--- src/rtl/noc_router_port.sv ---
// noc_router_port: NI-to-router input port with a show-ahead FIFO and wormhole forwarding to four links.
// Defining NOC_HDR_CHECK_EN adds the header prefix check, the DROP state and pkt_err.
module noc_router_port #(
  parameter int FIFO_DEPTH = 4
) (
  input  logic       clk,
  input  logic       rst,
  input  logic [7:0] in_flit,
  input  logic       in_valid,
  output logic       in_ready,
  output logic [7:0] out_flit,
  output logic [3:0] out_valid,
  input  logic [3:0] out_ready,
  output logic       out_last,
  output logic       pkt_err,
  output logic       busy
);
  localparam int AW = $clog2(FIFO_DEPTH);
`ifdef NOC_HDR_CHECK_EN
  typedef enum logic [1:0] {IDLE, FWD, DROP} state_t;
`else
  typedef enum logic [1:0] {IDLE, FWD} state_t;
`endif
  state_t state_q, state_d;
  logic [AW:0] wr_q, wr_d, rd_q, rd_d;
  logic [7:0] mem_q [FIFO_DEPTH];
  logic [1:0] dest_q, dest_d;
  logic [2:0] cnt_q, cnt_d;
  logic empty, full, push, pop, tail, hdr_ok;
  logic [7:0] head;
  always_comb begin
    empty = wr_q == rd_q;
    full = (wr_q[AW] != rd_q[AW]) && (wr_q[AW-1:0] == rd_q[AW-1:0]);
    head = mem_q[rd_q[AW-1:0]];
    // index 1 is always data, index 5 always the tail
    tail = (cnt_q == 3'd5) || (cnt_q >= 3'd2 && head == 8'hFF);
`ifdef NOC_HDR_CHECK_EN
    hdr_ok = head[7:2] == 6'b101111;
`else
    hdr_ok = 1'b1;
`endif
    in_ready = !full;
    push = in_valid && !full;
    out_flit = empty ? 8'h00 : head;
    out_valid = '0;
    out_last = 1'b0;
    pkt_err = 1'b0;
    pop = 1'b0;
    state_d = state_q;
    dest_d = dest_q;
    cnt_d = cnt_q;
    if (!empty) begin
      case (state_q)
        IDLE: begin
          if (hdr_ok) begin
            out_valid[head[1:0]] = 1'b1;
            if (out_ready[head[1:0]]) begin
              pop = 1'b1;
              dest_d = head[1:0];
              cnt_d = 3'd1;
              state_d = FWD;
            end
          end
`ifdef NOC_HDR_CHECK_EN
          else begin
            pkt_err = 1'b1;
            pop = 1'b1;
            cnt_d = 3'd1;
            state_d = DROP;
          end
`endif
        end
        FWD: begin
          out_valid[dest_q] = 1'b1;
          out_last = tail;
          if (out_ready[dest_q]) begin
            pop = 1'b1;
            cnt_d = tail ? 3'd0 : 3'(cnt_q + 3'd1);
            state_d = tail ? IDLE : FWD;
          end
        end
`ifdef NOC_HDR_CHECK_EN
        DROP: begin
          pop = 1'b1;
          cnt_d = tail ? 3'd0 : 3'(cnt_q + 3'd1);
          state_d = tail ? IDLE : DROP;
        end
`endif
        default: ;
      endcase
    end
    wr_d = wr_q + (AW+1)'(push);
    rd_d = rd_q + (AW+1)'(pop);
    busy = (state_q != IDLE) || !empty;
  end
  always_ff @(posedge clk or posedge rst) begin
    if (rst) begin
      state_q <= IDLE;
      wr_q <= '0;
      rd_q <= '0;
      dest_q <= '0;
      cnt_q <= '0;
    end else begin
      state_q <= state_d;
      wr_q <= wr_d;
      rd_q <= rd_d;
      dest_q <= dest_d;
      cnt_q <= cnt_d;
    end
  end
  always_ff @(posedge clk) begin
    if (push) mem_q[wr_q[AW-1:0]] <= in_flit;
  end
endmodule

--- config.mk ---
export PLATFORM = sky130hd
export DESIGN_NAME = noc_router_port
export DESIGN_NICKNAME = d
export VERILOG_FILES = /design/src/rtl/noc_router_port.sv
export SDC_FILE = /design/constraint.sdc
export NUM_CORES = 1
export LEC_CHECK = 0
export ABC_AREA = 1
export BUFFER_PORTS_ARGS = -buffer_cell sky130_fd_sc_hd__buf_2
export CORE_ASPECT_RATIO = 0.5
export CORE_MARGIN = 8
export CORE_UTILIZATION = 46
export CTS_CLUSTER_SIZE = 12
export DETAILED_ROUTE_END_ITERATION = 10
export PLACE_DENSITY = 0.71
export SLEW_MARGIN = 10
export SYNTH_ARGS = -nofsm -noshare
export SYNTH_HDL_FRONTEND = slang
export SYNTH_SLANG_ARGS = --single-unit
--- constraint.sdc ---
create_clock -name clk -period 3.6 [get_ports clk]
set_input_delay 1.08 -clock clk [delete_from_list [all_inputs] [get_ports clk]]
set_output_delay 1.08 -clock clk [all_outputs]
set_load 0.005 [all_outputs]
Word level (Yosys, flattened, before mapping)
Memory sizes are Yosys's and may differ from the RTL's.
Cells that the tools add are included.
- register bits: 13
- bits in latches: 0
- RAM bits: 32
- memory bits (read-only): 0
- input bits: 15
- memories: 1
- memories (memory ; words ; bits a word ; read ports ; clocked after Yosys merged registers in ; write ports ; RTL line ; RTL):
    mem_q ; 4 ; 8 ; 1 ; 0 ; 1 ; 26 ; logic [7:0] mem_q [FIFO_DEPTH];
- add/sub/neg operators: 3
- multiply operators: 0
- div/mod/pow operators: 0
- $lt $le $gt $ge: 5
- eq/ne operators: 8
- shifts and indexed selects: 0
- mux-type cells: 27
- bitwise logic cells: 1
- reduce and logical (&&, ||, !) cells: 14
- operators with widths (operator ; count):
    1-bit two-way mux ; 12
    3-bit two-way mux ; 3
    8-bit == test, second input constant ; 1
    8-bit two-way mux ; 1
    4-bit one-hot mux with 2 select lines ; 1
    3-bit by 1-bit adder with 3-bit output ; 2
    2-bit by 3-bit < comparator with 1-bit output, second input constant ; 2
    3-bit one-hot mux with 2 select lines ; 1
    1-bit logical AND ; 5
    1-bit binary-select mux with 2-bit select ; 2
    1-bit demux with 2-bit select ; 2
    2-bit by 1-bit greater-or-equal comparator with 1-bit output, second input constant ; 2
    2-bit two-way mux ; 2
    4-bit two-way mux ; 1
    2-bit != test, second input constant ; 2
    2-bit one-hot mux with 2 select lines ; 1
    4-bit AND reduction ; 1
    2-bit nonzero test ; 2
    3-bit by 1-bit adder with 3-bit output, second input constant ; 1
    3-bit == test ; 1
    3-bit == test, second input constant ; 1
    3-bit by 2-bit greater-or-equal comparator with 1-bit output, second input constant ; 1
    3-bit AND reduction ; 1
    2-bit by 1-bit == test with 1-bit output, second input constant ; 1
    other kinds (7) ; 9

Longest topological paths before layout
Gate-level depths: netlist of run 1.
An unclocked memory read counts as a cell.
- word-level depth: 7
- mapped depth: 15

Worst setup path after synthesis of run 1
OpenSTA, ideal clock, no wires.
- kind: register -> output
- start point: register rd_q[0]
- end point: output out_last
- data arrival time: 1.318 ns
- required time: 2.520 ns
- slack: 1.202 ns
- stages on the path, launching flop included: 12
- cell sequence: dfrtp_1 buf_6 inv_8 buf_6 nand2_1 nand3_1 nand3_1 nor2_1 nand3_2 nand2_1 nand2_1 nor2_1
- cells in the longest elaborated chain, start to end: 6
- elaborated cells on any way between the ends: 7
- classes of those cells: eq/ne: 2; mux: 2; reduce/logical: 2; memory: 1
- RTL lines (item ; RTL line ; RTL):
    start, declared ; 25 ; logic [AW:0] wr_q, wr_d, rd_q, rd_d;
    start signal, assigned ; 106 ; rd_q <= rd_d;
    memory read 4 x 8 bit ; -- ;
    8-bit == test ; 36 ; tail = (cnt_q == 3'd5) || (cnt_q >= 3'd2 && head == 8'hFF);
    1-bit logical AND ; 36 ;
    1-bit logical OR ; 36 ;
    1-bit two-way mux ; 53 ; case (state_q)
    1-bit two-way mux * ; 52 ; if (!empty) begin
    end, declared ; 14 ; output logic out_last,
Mark *: on every way between the ends. The rest lies on a longest branch, timed or not.

Worst setup path after layout of run 1
- start point: register rd_q[1]
- end point: output out_valid[2]
- cells in the longest elaborated chain, start to end: 7
- elaborated cells on any way between the ends: 9
- classes of those cells: order compare: 2; eq/ne: 1; mux: 4; reduce/logical: 1; memory: 1
- RTL lines (item ; RTL line ; RTL):
    memory read 4 x 8 bit ; -- ;
    2-bit by 3-bit < comparator with 1-bit output (not written as such) or 2-bit by 1-bit greater-or-equal comparator with 1-bit output (tied branches) ; 56 ; out_valid[head[1:0]] = 1'b1;
    1-bit logical AND (not written as such) ; 56 ;
    1-bit two-way mux (not written as such) ; 56 ;
    1-bit demux with 2-bit select ; 56 ;
    4-bit one-hot mux with 2 select lines ; 53 ;
    4-bit two-way mux * ; 52 ;
    end, declared ; 12 ; output logic [3:0] out_valid,
Marks and branches as above.

==> results of run 1 <==
-- registers in the layout, indices dropped and copies added (netlist names) --
signal	cells
mem_q	32
cnt_q	3
rd_q	3
wr_q	3
dest_q	2
state_q	1
-- area by class of cell --
class / count / area [sq um] / area share [%]
flip-flops and latches: 44 / 1260 / 49.1
multi-input cells: 152 / 744 / 29.0
repair buffers: 33 / 175 / 6.82
inverters: 37 / 146 / 5.70
clock inverters: 3 / 90.1 / 3.51
well taps: 66 / 82.6 / 3.21
clock buffers: 5 / 68.8 / 2.68
-- routing by layer --
layer	vias to the layer above	share of wire [%]	global-route usage, %
met3	8	8.2	3.28
met2	55	45	20.2
met5	-	0	0
met1	757	45	14.8
li1	840	-	-
met4	0	1.7	6.90
-- logic make-up (layout without fill, tap and decap cells) --
logic type               count (synthesis)  after routing  synth area share, %
AO/OA/AOI/OAI                           11             11                 2.99
XOR/XNOR                                 3              3                 1.18
adder cells (fa/ha/maj)                  6              6                 3.38
buffers and inverters                   43             78                 9.59
flip-flops                              44             44                 56.9
other                                    1              1                0.169
AND/OR/NAND/NOR                        131            131                 25.8
-- power by group through the flow --
stage | sequential, mW | combinational (mW) | clock (mW)
after floorplan | 0.784 | 0.855 | 0
after global placement | 0.848 | 1.07 | 0
after detailed placement | 0.851 | 1.10 | 0
after CTS | 0.842 | 1.11 | 0.517
after global routing | 0.866 | 1.26 | 0.534
final | 0.849 | 1.09 | 0.504
-- synthesized netlist by cell type, drive strengths merged --
master  instances
a21oi           1
buf             5
clkbuf          1
conb            1
dfrtp          12
edfxtp         32
ha              6
inv            37
nand2          81
nand2b          1
nand3          35
nand4           2
nor2            6
nor3            4
o21a            1
o21ai           5
o22ai           1
o31ai           3
or2             2
xor2            3
-- worst paths after layout --
path | start | end | slack, ns | cells after the start
min reg2reg | rd_q[2]$_DFF_PP0_ | rd_q[2]$_DFF_PP0_ | 0.49 | 1
max reg2reg | rd_q[1]$_DFF_PP0_ | rd_q[2]$_DFF_PP0_ | 1.14 | 12
min | rd_q[2]$_DFF_PP0_ | rd_q[2]$_DFF_PP0_ | 0.49 | 1
min in group asynchronous | rst | wr_q[2]$_DFF_PP0_ | 0.78 | 2
max in group asynchronous | rst | rd_q[0]$_DFF_PP0_ | 2.47 | 2
max | rd_q[1]$_DFF_PP0_ | out_valid[2] | 0.22 | 10
-- through the flow --
step                setup WS, ns  utilization, %  total power [mW]  hold slack [ns]  cells
floorplan                   1.20               -              1.64            0.460    239
global placement           0.537            53.4              1.92            0.475    332
detailed placement         0.492            53.4              1.95            0.477    332
CTS                        0.139            57.0              2.46            0.494    340
global route              0.0571            57.0              2.66            0.500    340
finish                     0.217            57.0              2.44            0.492    340
-- worst reg2reg max path, stage by stage (launching register included) --
cell     delay (ns)
dfrtp_1        0.64
inv_2          0.21
nand2_1        0.10
nand4_1        0.11
nor2_2         0.18
inv_1          0.22
o21ai_0        0.13
inv_1          0.07
nand2_2        0.12
inv_2          0.06
ha_1           0.18
ha_1           0.19
xor2_1         0.14
==> results.json, run 1 <==
{
  "outcome": "complete, no violations",
  "synth_top_area_share_pct": 43.3,
  "area_delta_synth_final_pct": 15.8,
  "power.leakage_nw": 1.25,
  "clkPwrFrac_pct": 20.6,
  "cts.repair.resized": 0,
  "final_common_cell": "nand2_1",
  "cp_max_fo": 12,
  "grt_usage_pct": 12.4,
  "cts_root_buf": "clkbuf_8",
  "grt_max_degree": 21,
  "grt-ovfl-total": 0,
  "critPathRequiredTime_ns": 2.52,
  "critPathMaxStageDelay_ns": 0.64,
  "clockBufferDepth": 2,
  "pwr-share-seq_pct": 34.7,
  "grt_antenna_before_repair": 0,
  "clkLatencyLatePin_ns": 0.29,
  "via_count": 1660,
  "first_pass_iters": 4,
  "peakVddDrop_v": 0.000296,
  "routedWlPerCell_um": 13.0,
  "fin_nets": 294,
  "initial_core_util_pct": 49.2,
  "switching_share_pct": 40.2,
  "fp-row-count": 17,
  "htreeDepth": 2,
  "port_buffers": 29,
  "comb_power_share_pct": 44.7,
  "antennaDiodeCount": 0,
  "cp_cell_sequence": "inv_2 -> nand2_1 -> nand4_1 -> nor2_2 -> inv_1 -> nand2_1 -> inv_1 -> nand3_1 -> o31ai_1 -> buf_2",
  "fillers": 401,
  "rsz0062_at_grt": "false",
  "drc": 0,
  "clkTransAtPathRegs_ns": 0.08,
  "postRouteAntennaNets": 0,
  "final_cell_mix": "nand2_1 (77), nand3_1 (34), inv_1 (34)",
  "die_y_um": 65.1,
  "syn_area_sq_um": 2220,
  "startpoint_type": "register",
  "period_needed_ns": 3.38,
  "internal_power_mw": 1.46,
  "finish.instance_area_sq_um": 2570,
  "syn_area_per_cell_sq_um": 9.28,
  "postCtsHoldBufs": 0,
  "ys.warnings.count": 0,
  "dpl_cell_area_sq_um": 2410,
  "synth.distinct_cells": 27,
  "tns_ns": 0,
  "worst_clock_skew_ns": 0.00531,
  "min_period_over_period_pct": 94.0,
  "drt_wl_total_um": 4400,
  "hold_path_class": "reg2reg",
  "crit_family": "buffers and inverters",
  "first_global_vias": 1616,
  "drt-initial-drc-count": 97,
  "hold_viol_final": 0,
  "gp_congestion": 0.845,
  "worstSetupPathType": "reg2out",
  "fmax_mhz": 296,
  "finalSetupViolCount": 0,
  "viasPerCell": 4.88,
  "cts_setup_buffers": 0,
  "dp_hpwl_um": 3180,
  "synth_cells": 239,
  "ys_seq_area_share_pct": 56.9,
  "io_pins": 31,
  "end_kind": "output pin",
  "grt_first_pass_wirelength_um": 7110,
  "power.density_nw_per_um2": 951,
  "numCtsBuffers": 5,
  "path_buf_inv": 4,
  "fp.dieW_um": 114,
  "synth_area_leaders": "edfxtp_1 (43%), dfrtp_1 (14%), nand2_1 (13%), nand3_1 (7.7%), inv_1 (5.8%)",
  "drv_cap": 0,
  "cp.arrival_ns": 2.30,
  "synth_top_area_cell": "edfxtp_1",
  "syn_nets": 260,
  "die_area_sq_um": 7440,
  "p_switching_mw": 0.984,
  "layout-drive-gt1-share_pct": 19.7,
  "cts_sinks": 44,
  "crit_slowest_cell": "dfrtp_1",
  "ys_seq_elements": 44,
  "design.core.area_sq_um": 4510,
  "cts_tree": "done",
  "slew_violations": 0
}
Note: power is estimated with default switching activity, not from simulation.
==> inputs of run 2 (changes only) <==
--- a/config.mk
+++ b/config.mk
@@ -7,8 +7,7 @@
 export LEC_CHECK = 0
 export ABC_AREA = 1
 export BUFFER_PORTS_ARGS = -buffer_cell sky130_fd_sc_hd__buf_2
-export CORE_ASPECT_RATIO = 0.5
-export CORE_MARGIN = 8
+export CORE_MARGIN = 2
 export CORE_UTILIZATION = 46
 export CTS_CLUSTER_SIZE = 12
 export DETAILED_ROUTE_END_ITERATION = 10
==> run 2 against run 1 <==
  * Die area shrank 27%
  * First-iteration DRC count grew 15%
  * Sequential cell count is the same
  * Count of clock-buffer cells in the layout is the same
  * Total power shrank 5.9%
  * Clock power shrank 27%
  * Worst hold slack lost 0.0045 ns
  * Sequential power is essentially flat
  * Maximum frequency grew 3.4%
  * Clock skew shrank 0.0016 ns
  * Critical endpoint is now out_valid[0]
==> results.json, run 2 (synthesis gave the netlist of run 1 again) <==
{
  "cp_max_fo": 12,
  "clkLatencyLatePin_ns": 0.29,
  "fillers": 433,
  "largest_reg_flops": 32,
  "design.core.area_sq_um": 4690,
  "min_to": "wr_q[2]$_DFF_PP0_",
  "power.density_nw_per_um2": 917,
  "tns_ns": 0,
  "timing.rr.start": "rd_q[1]$_DFF_PP0_",
  "r2r-end": "rd_q[2]$_DFF_PP0_",
  "cp.arrival_ns": 2.19,
  "dp_hpwl_um": 3070,
  "worst_clock_skew_ns": 0.00370,
  "grt_max_degree": 21,
  "postCtsHoldBufs": 0,
  "rrSetupSlack_ns": 1.19,
  "numCtsBuffers": 5,
  "fin_nets": 294,
  "peakVddDrop_v": 0.000303,
  "stdcell_count": 328,
  "end_kind": "output pin",
  "final_cell_mix": "nand2_1 (77), nand3_1 (34), inv_1 (34)",
  "layout-drive-gt1-share_pct": 19.3,
  "outcome": "complete, no violations",
  "postRouteAntennaNets": 0,
  "slew_violations": 0,
  "drc": 0,
  "cts.repair.resized": 0,
  "r2r_cells": 12,
  "initial_core_util_pct": 47.3,
  "gp_congestion": 0.903,
  "die_area_sq_um": 5390,
  "finish.utilization_pct": 53.4,
  "power.leakage_nw": 1.23,
  "hp-start": "wr_q[2]$_DFF_PP0_",
  "antennaDiodeCount": 0,
  "die_y_um": 73.4,
  "cts_root_buf": "clkbuf_8",
  "critPathRequiredTime_ns": 2.52,
  "hold_viol_final": 0,
  "fp.dieW_um": 73.4,
  "clockBufferDepth": 2,
  "routedWlPerCell_um": 13.1,
  "viasPerCell": 5.05,
  "fmax_mhz": 306,
  "clkTransAtPathRegs_ns": 0.08,
  "worstSetupPathType": "reg2out",
  "drt-initial-drc-count": 112,
  "htreeDepth": 2,
  "cts_setup_buffers": 0,
  "grt_usage_pct": 17.2,
  "area_delta_synth_final_pct": 13.0,
  "first_pass_iters": 4,
  "startpoint_type": "register",
  "drt_wl_total_um": 4290,
  "finalSetupViolCount": 0,
  "final_common_cell": "nand2_1",
  "drv_cap": 0,
  "rsz0062_at_grt": "false",
  "via_count": 1658,
  "cts_tree": "done",
  "grt_first_pass_wirelength_um": 6960,
  "io_pins": 31,
  "grt-ovfl-total": 0,
  "holdPathStages": 1,
  "port_buffers": 29,
  "cts_sinks": 44,
  "fp-row-count": 25,
  "dp.cells": 320,
  "min_period_over_period_pct": 90.9,
  "first_global_vias": 1547,
  "period_needed_ns": 3.27,
  "grt_antenna_before_repair": 0,
  "hold_path_class": "reg2reg"
}
-- run 2: per-layer routing --
metal | GRT usage, % | share of wire [%]
met1 | 21.3 | 43
met2 | 29.1 | 51
met3 | 3.70 | 4.6
met4 | 7.27 | 1.9
met5 | 0 | 0
-- run 2: how the worst max path moves through the flow --
stage | cells after the start | from | endpoint | slack (ns)
CTS | 11 | rd_q[0]$_DFF_PP0_ | out_last | 0.14
global route | 8 | rd_q[1]$_DFF_PP0_ | out_valid[1] | 0.11
finish | 8 | rd_q[1]$_DFF_PP0_ | out_valid[0] | 0.33
global placement | 11 | rd_q[0]$_DFF_PP0_ | out_last | 0.52
floorplan | 11 | rd_q[0]$_DFF_PP0_ | out_last | 1.20
detailed placement | 11 | rd_q[0]$_DFF_PP0_ | out_last | 0.49
-- run 2: through the flow --
step	setup WS, ns	area [sq um]	hold slack [ns]	total power, mW
after floorplan	1.20	2220	0.460	1.64
after global placement	0.523	2390	0.476	1.92
after CTS	0.144	2510	0.490	2.33
after global routing	0.112	2510	0.509	2.53
final	0.328	2510	0.487	2.30
after detailed placement	0.490	2390	0.475	1.94
-- run 2: layout make-up --
class | instances | area (sq um) | area share, %
inverters | 37 | 146 | 5.84
clock inverters | 3 | 42.5 | 1.70
multi-input cells | 152 | 744 | 29.7
repair buffers | 33 | 175 | 6.99
clock buffers | 5 | 68.8 | 2.74
flip-flops and latches | 44 | 1260 | 50.3
well taps | 54 | 67.6 | 2.69
-- run 2: power breakdown --
group	switching [mW]	internal, mW	total [mW]	leakage (nW)
Combinational	0.670	0.409	1.08	0.741
Clock	0.165	0.206	0.370	0.0558
Sequential	0.147	0.703	0.850	0.434
-- run 2: worst max-delay path: stages, from the launching register on --
cell,delay (ns)
dfrtp_1,0.56
inv_2,0.25
nand2_1,0.07
nand4_1,0.12
nor2_2,0.06
inv_1,0.28
nand2_1,0.19
o31ai_1,0.22
buf_2,0.15
